===== src/rtl/song_pkg.sv =====
// Shared encodings for the song sequencer: FSM states, ROM entry field positions
// and song geometry.
package song_pkg;
  typedef enum logic [2:0] {IDLE, FETCH, WAIT, PLAY, END, DONE} state_t;

  localparam int NOTE_MSB = 14;
  localparam int NOTE_LSB = 9;
  localparam int DUR_MSB  = 8;
  localparam int DUR_LSB  = 3;
  localparam int NOTE_W   = NOTE_MSB - NOTE_LSB + 1;
  localparam int DUR_W    = DUR_MSB - DUR_LSB + 1;

  localparam int               SONG_LEN     = 32;
  localparam logic [DUR_W-1:0] END_DURATION = '0;
endpackage


===== src/rtl/song_sequencer_duration_timer.sv =====
// Beat-driven note duration counter: loads a duration, counts down on enabled
// beats and flags the beat that takes it to zero.
module duration_timer
  import song_pkg::*;
(
  input  logic             clk,
  input  logic             reset,
  input  logic             load,
  input  logic [DUR_W-1:0] load_val,
  input  logic             beat,
  input  logic             enable,
  output logic [DUR_W-1:0] cnt,
  output logic             expired
);
  logic dec;

  // Only decrements while nonzero, so the counter can never wrap.
  assign dec     = enable && beat && (cnt != '0);
  assign expired = dec && (cnt == DUR_W'(1));

  always_ff @(posedge clk) begin
    if (reset)     cnt <= '0;
    else if (load) cnt <= load_val;
    else if (dec)  cnt <= cnt - 1'b1;
  end
endmodule


===== src/rtl/song_sequencer.sv =====
// Song ROM walker driving the note player. Define SONG_LOOP_EN to make songs
// repeat forever instead of stopping in DONE.
module song_sequencer
  import song_pkg::*;
#(
  parameter int SONG_BITS     = 2,
  parameter int NOTE_IDX_BITS = 5
) (
  input  logic                               clk,
  input  logic                               reset,
  input  logic                               play,
  input  logic [SONG_BITS-1:0]               song,
  input  logic                               beat,
  output logic [SONG_BITS+NOTE_IDX_BITS-1:0] rom_addr,
  input  logic [15:0]                        rom_dout,
  output logic                               new_note,
  output logic [NOTE_W-1:0]                  note,
  output logic                               note_active,
  output logic                               song_done,
  output logic                               playing
);
  state_t                   state, state_nxt;
  logic [SONG_BITS-1:0]     song_q, song_nxt;
  logic [NOTE_IDX_BITS-1:0] note_idx, idx_nxt;
  logic [NOTE_W-1:0]        note_nxt, rom_note;
  logic [DUR_W-1:0]         dur_cnt, rom_dur;
  logic new_note_nxt, song_done_nxt, song_chg, load, expired, last_note, timer_en;
  logic unused_rom_bits;

  assign rom_note        = rom_dout[NOTE_MSB:NOTE_LSB];
  assign rom_dur         = rom_dout[DUR_MSB:DUR_LSB];
  assign unused_rom_bits = ^{rom_dout[NOTE_MSB+1], rom_dout[DUR_LSB-1:0]};

  assign rom_addr    = {song_q, note_idx};
  assign song_chg    = (state != IDLE) && (song != song_q);
  assign last_note   = (note_idx == NOTE_IDX_BITS'(SONG_LEN - 1));
  assign playing     = (state != IDLE) && (state != DONE);
  assign note_active = (state == PLAY) && play && (note != '0);
  // The beat coinciding with new_note is dropped so the full duration is heard.
  assign timer_en    = (state == PLAY) && play && !new_note && !song_chg;

  duration_timer u_timer (
    .clk      (clk),
    .reset    (reset),
    .load     (load),
    .load_val (rom_dur),
    .beat     (beat),
    .enable   (timer_en),
    .cnt      (dur_cnt),
    .expired  (expired)
  );

  always_ff @(posedge clk) begin
    if (reset) begin
      state     <= IDLE;
      song_q    <= '0;
      note_idx  <= '0;
      note      <= '0;
      new_note  <= 1'b0;
      song_done <= 1'b0;
    end else begin
      state     <= state_nxt;
      song_q    <= song_nxt;
      note_idx  <= idx_nxt;
      note      <= note_nxt;
      new_note  <= new_note_nxt;
      song_done <= song_done_nxt;
    end
  end

  always_comb begin
    state_nxt     = state;
    song_nxt      = song_q;
    idx_nxt       = note_idx;
    note_nxt      = note;
    new_note_nxt  = 1'b0;
    song_done_nxt = 1'b0;
    load          = 1'b0;
    // A song change overrides beat, end-of-song and play handling.
    if (song_chg) begin
      state_nxt = FETCH;
      song_nxt  = song;
      idx_nxt   = '0;
    end else begin
      case (state)
        IDLE: if (play) begin
          state_nxt = FETCH;
          song_nxt  = song;
          idx_nxt   = '0;
        end
        FETCH: state_nxt = WAIT;
        WAIT: begin
          if (rom_dur == END_DURATION) begin
            state_nxt = END;
          end else begin
            state_nxt    = PLAY;
            load         = 1'b1;
            note_nxt     = rom_note;
            new_note_nxt = 1'b1;
          end
        end
        PLAY: if (expired) begin
          if (last_note) begin
            state_nxt = END;
          end else begin
            state_nxt = FETCH;
            idx_nxt   = note_idx + 1'b1;
          end
        end
        END: begin
          song_done_nxt = 1'b1;
`ifdef SONG_LOOP_EN
          state_nxt = FETCH;
          idx_nxt   = '0;
`else
          state_nxt = DONE;
`endif
        end
        DONE: if (!play) state_nxt = IDLE;
        default: state_nxt = IDLE;
      endcase
    end
  end
endmodule


===== config.mk =====
export PLATFORM = sky130hd
export DESIGN_NAME = song_sequencer
export DESIGN_NICKNAME = d
export VERILOG_FILES = /design/src/rtl/song_pkg.sv /design/src/rtl/song_sequencer_duration_timer.sv /design/src/rtl/song_sequencer.sv
export SDC_FILE = /design/constraint.sdc
export NUM_CORES = 1
export LEC_CHECK = 0
export ABC_AREA = 1
export BUFFER_PORTS_ARGS = -buffer_cell sky130_fd_sc_hd__buf_2
export CAP_MARGIN = 20
export CORE_UTILIZATION = 46
export DETAILED_ROUTE_END_ITERATION = 7
export MAX_ROUTING_LAYER = met4
export PLACE_DENSITY = 0.75
export SYNTH_ARGS = -nofsm -noshare
export SYNTH_HDL_FRONTEND = slang
export SYNTH_SLANG_ARGS = --single-unit

===== constraint.sdc =====
create_clock -name clk -period 1.36 [get_ports clk]
set_input_delay 0.272 -clock clk [delete_from_list [all_inputs] [get_ports clk]]
set_output_delay 0.272 -clock clk [all_outputs]
set_load 0.01 [all_outputs]

==> summary.md, run 1 <==
| Metric | Value |
|---|---|
| Register area share after synthesis | 34.63% |
| Vias in the first global route | 1510 |
| WP data required | 1090 ps |
| F_max | 631.0 MHz |
| Syn_nets | 230 |
| Clock Latency Late Sink | 330 ps |
| Vias post-DR | 1613 |
| Top FF cell, synth | dfxtp_1 |
| Total Power | 4.235 mW |
| CP arrival | 1310 ps |
| Placement Rows | 19 |
| DR WL/cell | 12.86 um |
| Inserted Diodes | 0 |
| Via-per-instance ratio | 5.170 |
| Number of max-cap violations | 0 |
| Core Footprint | 0.002805 mm^2 |
| Clock skew | 9.052 ps |
| Layout cell share with drive strength beyond 1 | 50.89% |
| Total gr overflow | 0 |
| Worst Tran Pin Value | 380.3 ps |
| Kind of critical path | reg2out |
| Final non-filler cell total | 312 |
| First-pass GRT wire length | 6396 um |
| Root buffer cell | clkbuf_4 |
| Die Span Y | 56.92 um |
| Yosys top cell area share | 34.63% |
| Post-route setup slack | -224.7 ps |
| CTS tree | done |
| Post-Syn Instances | 204 |
| Placer's final routability congestion estimate | 0.9193 |
| Pleak | 1.029 nW |
| Starting Density | 49.46% |
| YS warnings | 0 |
| Clock Pin Slew Worst Setup and Hold Paths | 150 ps |
| Largest net degree at the start of global routing | 15 |
| RSZ-0062 raised after global routing | yes |
| HPWL after DPL | 2484 um |
| Initial antenna violation count | 0 |
| FFs w/ async S/R, synth | 0% |
| Drt first pass iters | 4 |
| Gr usage total | 25.74% |
| Area growth syn-to-layout | 54.01% |
| Failing checks | negative setup slack |
| Normalized max-slew margin | 74.62% |
| EDFF count, synth | 0 |
| Main area contributors after synthesis | dfxtp_1 35%, nor2_1 14%, inv_1 8.4%, nand2_1 8.4%, o21ai_0 5.0% |
| DP Cell Count | 299 |
| Die X | 56.92 um |
| Final period utilization | 116.5% |
| Pre-CTS setup slack | -144.2 ps |
| Worst hold path class | in2reg |
| Endpoints failing setup | 20 |
| Netlist Area Pre-Place | 0.001388 mm^2 |
| Max Transition Viols Final | 0 |
| Syn Area/Cell | 6.802 um^2 |
| Antenna viol nets, final | 0 |
| Leading cell types by count after synthesis | 50 x nor2_1, 31 x inv_1, 31 x nand2_1 |
| Post-CTS Hold Buffers | 0 |
| Max IR drop VDD | 1.666 mV |
| Die Footprint | 0.003240 mm^2 |
| H-tree levels | 1 |
| Yosys cell types | 30 |
| Initial DRC Count | 58 |
| Final Net Count | 308 |
| DRT Wirelength | 4013 um |
| Drc violations | 0 |
| PwrDens | 1982 mW/mm^2 |
| Num CTS Buffers | 3 |
| Clock tree buffer depth | 2 |
| # IOs | 39 |
| Critical Path Start Type | flop |
| Final-report hold violation count | 0 |
| Post-synth top area cell | dfxtp_1 |
| CTS Sinks | 24 |
| Port-buffer cells | 34 |
| Final min period | 1585 ps |
| Outcome | complete, but fails checks |
| Critical path capture point type | output pin |
| Crit path max fanout | 3 |
| Flops & latches, synth | 24 |
| Most numerous cell in the Yosys netlist | nor2_1 |
## cells in the final DEF, fill, tap and decap left out, types with 2 or more instances in the layout
cell,Yosys,final
a21oi_1,5,5
buf_2,0,34
buf_4,0,35
buf_6,2,7
clkbuf_4,0,3
dfxtp_1,24,17
dfxtp_2,0,5
dfxtp_4,0,2
ha_2,0,3
inv_1,31,22
inv_2,1,9
nand2_1,31,19
nand2_2,2,10
nand2_4,2,6
nand3_1,9,8
nand3_2,2,2
nand3_4,1,2
nand4_1,4,4
nor2_1,50,35
nor2_2,1,11
nor2_4,2,7
nor3_1,4,4
o21ai_0,14,9
o21ai_1,0,5
xnor2_1,2,2
xor2_1,3,3
## area by class of cell
class | instances | area (um^2)
clock inverters | 1 | 30.03
repair buffers | 76 | 511.7
fillers | 217 | 668.1
inverters | 32 | 122.6
well taps | 31 | 38.79
multi-input cells | 145 | 917.1
clock buffers | 3 | 22.52
flip-flops and latches | 24 | 494.2
## path summary, 6_finish.rpt
check                 start              to  slack (ps)  depth (start not counted)
max reg2reg        state[0]     note_idx[4]        -210                         11
min            rom_dout[14]         note[5]         150                          3
max                state[0]     note_active        -220                          6
min reg2reg  u_timer.cnt[1]  u_timer.cnt[1]         540                          2
## critical path, cell delays in order (launching register included)
cell and delay [ps]:
dfxtp_4 400, nand2_4 70, nor2_8 100, buf_6 110
inv_2 40, a211oi_2 130, buf_2 160
## flip-flops by register name, summed over array words and instances, names as in the netlist
signal,flops
new_note,1
song_done,1
state,3
u_timer.cnt,6
note,6
note_idx,5
song_q,2
## metal layers
metal  up-vias  track usage [%]  part of all wire (%)
met2        61            41.34                    49
met5         -                -                     0
met1       741            32.34                    43
li1        799                -                     -
met3        12            2.995                   5.5
met4         0            11.50                   2.3
## where the power goes
part           total [mW]  switching (mW)  internal (mW)
clock network       0.531           0.233          0.298
registers            1.08           0.167          0.918
logic                2.62            1.42           1.20
## per-stage QoR
step	cell area [um^2]	hold slack [ps]	util (%)	TNS (ps)
5_1_grt	2137	167.0	76.18	-3763
4_1_cts	2024	157.0	72.17	-1654
2_1_floorplan	1410	344.4	-	-32.55
6_report	2137	153.4	76.18	-2239
3_5_place_dp	1841	499.9	65.61	-1408
3_3_place_gp	1841	490.1	65.61	-1076
## timing repair
action	in CTS	in global routing
setup endpoints to repair	23	25
endpoints found under the hold margin	0	0
cloned	0	0
setup buffers	6	4
pin swaps	23	11
gates resized for setup	33	33
## cell families (layout without fill, tap and decap cells)
family                     count (synthesis)  count (layout)  synth area share, %
and+or+nand+nor                          111             111                38.05
buffers and inverters                     35             112                10.55
AOI/OAI and AO/OA                         25              25                10.01
DFF                                       24              24                34.63
xor gates and xnor gates                   5               5                3.157
adders and majority gates                  4               4                3.607
Note: power is estimated with default switching activity, not from simulation.
==> run 2: changes to the inputs <==
Settings changed: CORE_UTILIZATION 46 to 48, CTS_BUF_LIST set to sky130_fd_sc_hd__clkbuf_4, PLACE_DENSITY 0.75 to 0.77.
==> run 2 against run 1 <==
- the flow still finishes with violations (negative setup slack)
- clock skew down 3.0 ps
- non-clock buffer count is 1 higher
- clock power down 37%
- largest power group unchanged
- count of clock-buffer cells in the layout did not move
- sequential share of layout area grew 0.25 points
- largest cell class unchanged
- final area shrank 0.82%
- routed wire length is 2.9% lower
- worst setup slack improved by 9.2 ps
- fmax rose by 0.58%
- final cell count grew 0.32%
- via count down 3.8%
- combinational power up 2%
- critical endpoint unchanged
- highest routed layer unchanged
==> summary.md, run 2 (same netlist as run 1, synthesis figures left out) <==
| Metric | Value |
|---|---|
| Clock tree buffer depth | 2 (unchanged) |
| Drc violations | 0 (unchanged) |
| Slowest cell on the critical path | dfxtp_4 (unchanged) |
| TNS Setup | -2565 ps (was -2239 ps) |
| Most frequent cells in the layout | 42 x nor2_1, 39 x buf_4, 34 x buf_2 (was 35 x nor2_1, 35 x buf_4, 34 x buf_2) |
| Critical path capture point type | output pin (unchanged) |
| Initial antenna violation count | 0 (unchanged) |
| Hold_ws | 150.2 ps (was 153.4 ps) |
| Most common cell after layout, fill and taps aside | nor2_1 |
| Layout cell share with drive strength beyond 1 | 47.87% (was 50.89%) |
| Total Power | 4.103 mW (was 4.235 mW) |
| Endpoints failing setup | 20 (unchanged) |
| Vias post-DR | 1551 (was 1613) |
| Vias in the first global route | 1371 (was 1510) |
| F_max | 634.7 MHz (was 631.0 MHz) |
| Top flop regs | note: 6 flops, u_timer.cnt: 6 flops, note_idx: 5 flops (unchanged) |
| CP arrival | 1300 ps (was 1310 ps) |
| Worst path cell trace | nand2_4 -> nor2_8 -> buf_6 -> inv_2 -> a211oi_2 -> buf_2 (unchanged) |
| WP data required | 1090 ps (about the same) |
| First-pass GRT wire length | 5664 um (was 6396 um) |
| Antenna viol nets, final | 0 (unchanged) |
| Clock Latency Late Sink | 330 ps (about the same) |
| HPWL after DPL | 2493 um (was 2484 um) |
| Port-buffer cells | 34 (unchanged) |
| CTS Sinks | 24 (unchanged) |
| Num CTS Buffers | 3 (unchanged) |
| Final period utilization | 115.8% (was 116.5%) |
| Core Footprint | 0.002758 mm^2 (was 0.002805 mm^2) |
| Max IR drop VDD | 2.073 mV (was 1.666 mV) |
| H-tree levels | 1 (unchanged) |
| Post-route setup slack | -215.5 ps (was -224.7 ps) |
| Final Net Count | 309 (was 308) |
| Starting Density | 50.32% (was 49.46%) |
| Placer's final routability congestion estimate | 0.8674 (was 0.9193) |
| PwrDens | 1936 mW/mm^2 (was 1982 mW/mm^2) |
| Die X | 55.77 um (was 56.92 um) |
| Drt first pass iters | 4 (unchanged) |
| Crit path max fanout | 3 (unchanged) |
| Final-report hold violation count | 0 (unchanged) |
| Final min period | 1576 ps (was 1585 ps) |
| Die Span Y | 55.77 um (was 56.92 um) |
| Worst path max stage delay | 410 ps (was 400 ps) |
| Root buffer cell | clkbuf_4 (unchanged) |
| R2r setup slk | -180 ps (was -210 ps) |
| Pre-CTS setup slack | -125.1 ps (was -144.2 ps) |
| Failing checks | negative setup slack (unchanged) |
| Die Footprint | 0.003110 mm^2 (was 0.003240 mm^2) |
| RSZ-0062 raised after global routing | yes (unchanged) |
| Normalized max-slew margin | 73.77% (was 74.62%) |
| Area growth syn-to-layout | 52.75% (was 54.01%) |
| Kind of critical path | reg2out (unchanged) |
| Max Transition Viols Final | 0 (unchanged) |
| Pleak | 1.040 nW (was 1.029 nW) |
| DR WL/cell | 12.45 um (was 12.86 um) |
| # IOs | 39 (unchanged) |
| Post-CTS Hold Buffers | 0 (unchanged) |
| Via-per-instance ratio | 4.955 (was 5.170) |
| Clock skew | 6.084 ps (was 9.052 ps) |
| Outcome | complete, but fails checks (unchanged) |
| Placement Rows | 19 (unchanged) |
| Initial DRC Count | 43 (was 58) |
| Critical Path Start Type | flop (unchanged) |
| Inserted Diodes | 0 (unchanged) |
| FILL cells | 196 (was 217) |
| Largest net degree at the start of global routing | 15 (unchanged) |
| Fin util | 76.86% (was 76.18%) |
| CTS tree | done (unchanged) |
| Clock Pin Slew Worst Setup and Hold Paths | 140 ps (was 150 ps) |
| Total gr overflow | 0 (unchanged) |
| Worst Tran Pin Value | 392.9 ps (was 380.3 ps) |
| Gr usage total | 23.91% (was 25.74%) |
| Number of max-cap violations | 0 (unchanged) |
| DRT Wirelength | 3897 um (was 4013 um) |
| Worst hold path class | in2reg (unchanged) |
==> run 2: through the flow <==
stage	std cells	instance area (um^2)
after CTS	308	1976
after global placement	300	1848
after floorplan	204	1410
final	313	2120
after global routing	313	2120
after detailed placement	300	1848
==> run 2: layout make-up <==
cell class	count	area, um^2	share of cell area, %
Clock inverter	1	3.754	0.1771
Tap cell	31	38.79	1.830
Clock buffer	3	22.52	1.063
Inverter	32	125.1	5.903
Sequential cell	24	495.5	23.38
Multi-Input combinational cell	145	925.9	43.68
Timing Repair Buffer	77	508.0	23.97
==> run 2: path summary, 6_finish.rpt <==
check / startpoint / end / cells past startpoint
max: state[0] / note_active / 6
min: rom_dout[13] / note[4] / 3
max reg2reg: state[0] / note_idx[2] / 11
min reg2reg: u_timer.cnt[1] / u_timer.cnt[1] / 2
==> run 2: routing by layer <==
metal  part of all wire (%)  vias to the layer above  GRT usage, %
met5                      0                        -             -
met4                    2.0                        0         10.71
met3                    3.1                        6         2.093
met2                     49                       34         41.65
met1                     46                      711         27.96
li1                       -                      800             -
==> run 2: what timing repair did <==
action | in CTS | in global routing
pin swaps | 13 | 11
buffers inserted | 4 | 5
gates resized for setup | 27 | 33
endpoints found under the hold margin | 0 | 0
endpoints found under the setup margin | 22 | 25
==> run 2: critical path: cells and delay by family (launching register included) <==
family                 cells  cell delay [ps]
DFF                        1              410
and+or+nand+nor            2              160
AOI/OAI and AO/OA          1              120
buffers and inverters      3              290
==> run 2: where the power goes <==
group	switching (mW)	internal [mW]	total (mW)
clock network	0.226	0.108	0.334
logic	1.45	1.21	2.66
registers	0.185	0.921	1.11
==> run 3: changes to the inputs <==
Settings changed: CORE_UTILIZATION 48 to 45, PLACE_DENSITY 0.77 to 0.73.
==> run 3 against run 2 <==
- largest power group unchanged
- count of clock-buffer cells in the layout is the same
- critical path type unchanged
- clock skew increased by 1.3 ps
- routed wire length up 2.0%
- the run ends with design-rule violations, negative setup slack left
- clock power about the same
- largest cell class unchanged
- fmax fell by 1.9%
- die area up 6.4%
- global-route usage increased by 0.43 points
==> summary.md, run 3 (same netlist as run 1, synthesis figures left out) <==
| Metric | Value |
|---|---|
| Top flop regs | note: 6 flops, u_timer.cnt: 6 flops, note_idx: 5 flops (unchanged) |
| CTS Sinks | 24 (unchanged) |
| CP arrival | 1330 ps (was 1300 ps) |
| Pre-CTS setup slack | -125.7 ps (was -125.1 ps) |
| Core Footprint | 0.002829 mm^2 (was 0.002758 mm^2) |
| Placer's final routability congestion estimate | 0.8280 (was 0.8674) |
| H-tree levels | 1 (unchanged) |
| Most frequent cells in the layout | 36 x nor2_1, 34 x buf_2, 30 x buf_4 (was 42 x nor2_1, 39 x buf_4, 34 x buf_2) |
| Number of max-cap violations | 0 (unchanged) |
| Clock skew | 7.390 ps (was 6.084 ps) |
| Placement Rows | 19 (unchanged) |
| DRT Wirelength | 3976 um (was 3897 um) |
| Final period utilization | 118.1% (was 115.8%) |
| Final min period | 1606 ps (was 1576 ps) |
| Drt first pass iters | 6 (was 4) |
| Num CTS Buffers | 3 (unchanged) |
| Fin util | 75.14% (was 76.86%) |
| Outcome | complete, but fails checks (unchanged) |
| Total gr overflow | 0 (unchanged) |
| # IOs | 39 (unchanged) |
| Final-report hold violation count | 0 (unchanged) |
| Port-buffer cells | 34 (unchanged) |
| Via-per-instance ratio | 5.150 (was 4.955) |
| Vias in the first global route | 1458 (was 1371) |
| Die Span Y | 57.53 um (was 55.77 um) |
| Gr usage total | 24.34% (was 23.91%) |
| CTS tree | done (unchanged) |
| Vias post-DR | 1581 (was 1551) |
| Post-route setup slack | -246.2 ps (was -215.5 ps) |
| Most common cell after layout, fill and taps aside | nor2_1 (unchanged) |
| Kind of critical path | reg2out (unchanged) |
| Worst hold path class | in2reg (unchanged) |
| HPWL after DPL | 2602 um (was 2493 um) |
| Starting Density | 49.05% (was 50.32%) |
| Inserted Diodes | 0 (unchanged) |
| Antenna viol nets, final | 0 (unchanged) |
| Max Transition Viols Final | 0 (unchanged) |
| Critical Path Start Type | flop (unchanged) |
| Root buffer cell | clkbuf_4 (unchanged) |
| Worst Tran Pin Value | 413.1 ps (was 392.9 ps) |
| Clock Pin Slew Worst Setup and Hold Paths | 140 ps (about the same) |
| Clock tree buffer depth | 2 (unchanged) |
| Die X | 57.53 um (was 55.77 um) |
| Layout cell share with drive strength beyond 1 | 47.83% (was 47.87%) |
| F_max | 622.6 MHz (was 634.7 MHz) |
| Crit path max fanout | 6 (was 3) |
| DR WL/cell | 12.95 um (was 12.45 um) |
| Critical path capture point type | output pin (unchanged) |
| Initial DRC Count | 47 (was 43) |
| Slowest cell on the critical path | dfxtp_4 (unchanged) |
| Max IR drop VDD | 1.362 mV (was 2.073 mV) |
| FILL cells | 215 (was 196) |
| Area growth syn-to-layout | 53.20% (was 52.75%) |
| Normalized max-slew margin | 72.43% (was 73.77%) |
| Pleak | 1.023 nW (was 1.040 nW) |
| WP data required | 1090 ps (about the same) |
| Failing checks | design-rule violations, negative setup slack (was negative setup slack) |
| Worst path max stage delay | 420 ps (was 410 ps) |
| Drc violations | 2 (was 0) |
| Worst path cell trace | nor2_8 -> buf_6 -> inv_2 -> a211oi_2 -> buf_2 (was nand2_4 -> nor2_8 -> buf_6 -> inv_2 -> a211oi_2 -> buf_2) |
| RSZ-0062 raised after global routing | yes (unchanged) |
| Die Footprint | 0.003310 mm^2 (was 0.003110 mm^2) |
| Initial antenna violation count | 0 (unchanged) |
| Final Net Count | 303 (was 309) |
| Largest net degree at the start of global routing | 15 (unchanged) |
| Clock Latency Late Sink | 330 ps (about the same) |
| Post-CTS Hold Buffers | 0 (unchanged) |
| First-pass GRT wire length | 6003 um (was 5664 um) |
| Endpoints failing setup | 16 (was 20) |
| PwrDens | 1854 mW/mm^2 (was 1936 mW/mm^2) |
## run 3: cell count changes in the layout (fill, tap and decap cells not counted), moves of 3 or more
cell     delta
buf_4       -9
inv_1       +3
nand2_2     -3
nand2_4     +4
nor2_1      -6
nor2_4      +4
## run 3: worst max-delay path: cells and delay by family (launching register included)
| kind | cells | cell delay [ps] |
|---|---|---|
| compound gates | 1 | 150 |
| buf+inv | 3 | 320 |
| flops | 1 | 420 |
| simple gates | 1 | 130 |
## run 3: through the flow
stage	instances	setup TNS, ps	total power [mW]	instance area [um^2]	hold slack, ps
after floorplan	204	-32.55	2.285	1410	344.4
final	307	-1898	3.941	2126	155.5
after detailed placement	298	-1486	3.121	1846	499.9
after global routing	307	-3939	4.242	2126	162.4
after CTS	309	-2187	3.733	2009	152.6
after global placement	298	-1032	3.075	1846	485.8
## run 3: path summary, 6_finish.rpt
check                                    start             end  slack (ps)  cells past startpoint
worst min register to register  u_timer.cnt[1]  u_timer.cnt[1]         510                      2
worst max-delay path                  state[2]     note_active        -250                      5
worst max register to register        state[2]     note_idx[0]        -160                     10
worst min-delay path              rom_dout[13]         note[4]         160                      3
## run 3: final cells by class
cell class,count,area [um^2],share of cell area (%)
multi-input combinational,145,963.4,45.32
sequential,24,494.2,23.25
timing repair buffer,71,483.0,22.72
inverter,32,120.1,5.650
tap,31,38.79,1.825
clock buffer,3,22.52,1.059
clock inverter,1,3.754,0.1766
## run 3: what timing repair did
| action | in CTS | in global routing |
|---|---|---|
| gates resized for setup | 33 | 33 |
| setup buffers | 7 | 0 |
| setup endpoints to repair | 25 | 25 |
| pin swaps | 17 | 12 |
## run 3: routing by layer
metal	vias to the layer above	wire (um)	GRT usage [%]	part of all wire [%]
met3	11	138	2.948	3.5
met5	-	0	-	0
li1	790	-	-	-
met1	734	1689	26.97	42
met4	0	91	11.50	2.3
met2	46	2056	43.02	52
## run 3: report_power, final
part           leakage (nW)  internal, mW  switching [mW]
combinational         0.809          1.15            1.36
clock                0.0154         0.108           0.228
sequential            0.199         0.909           0.180
total                  1.02          2.17            1.77
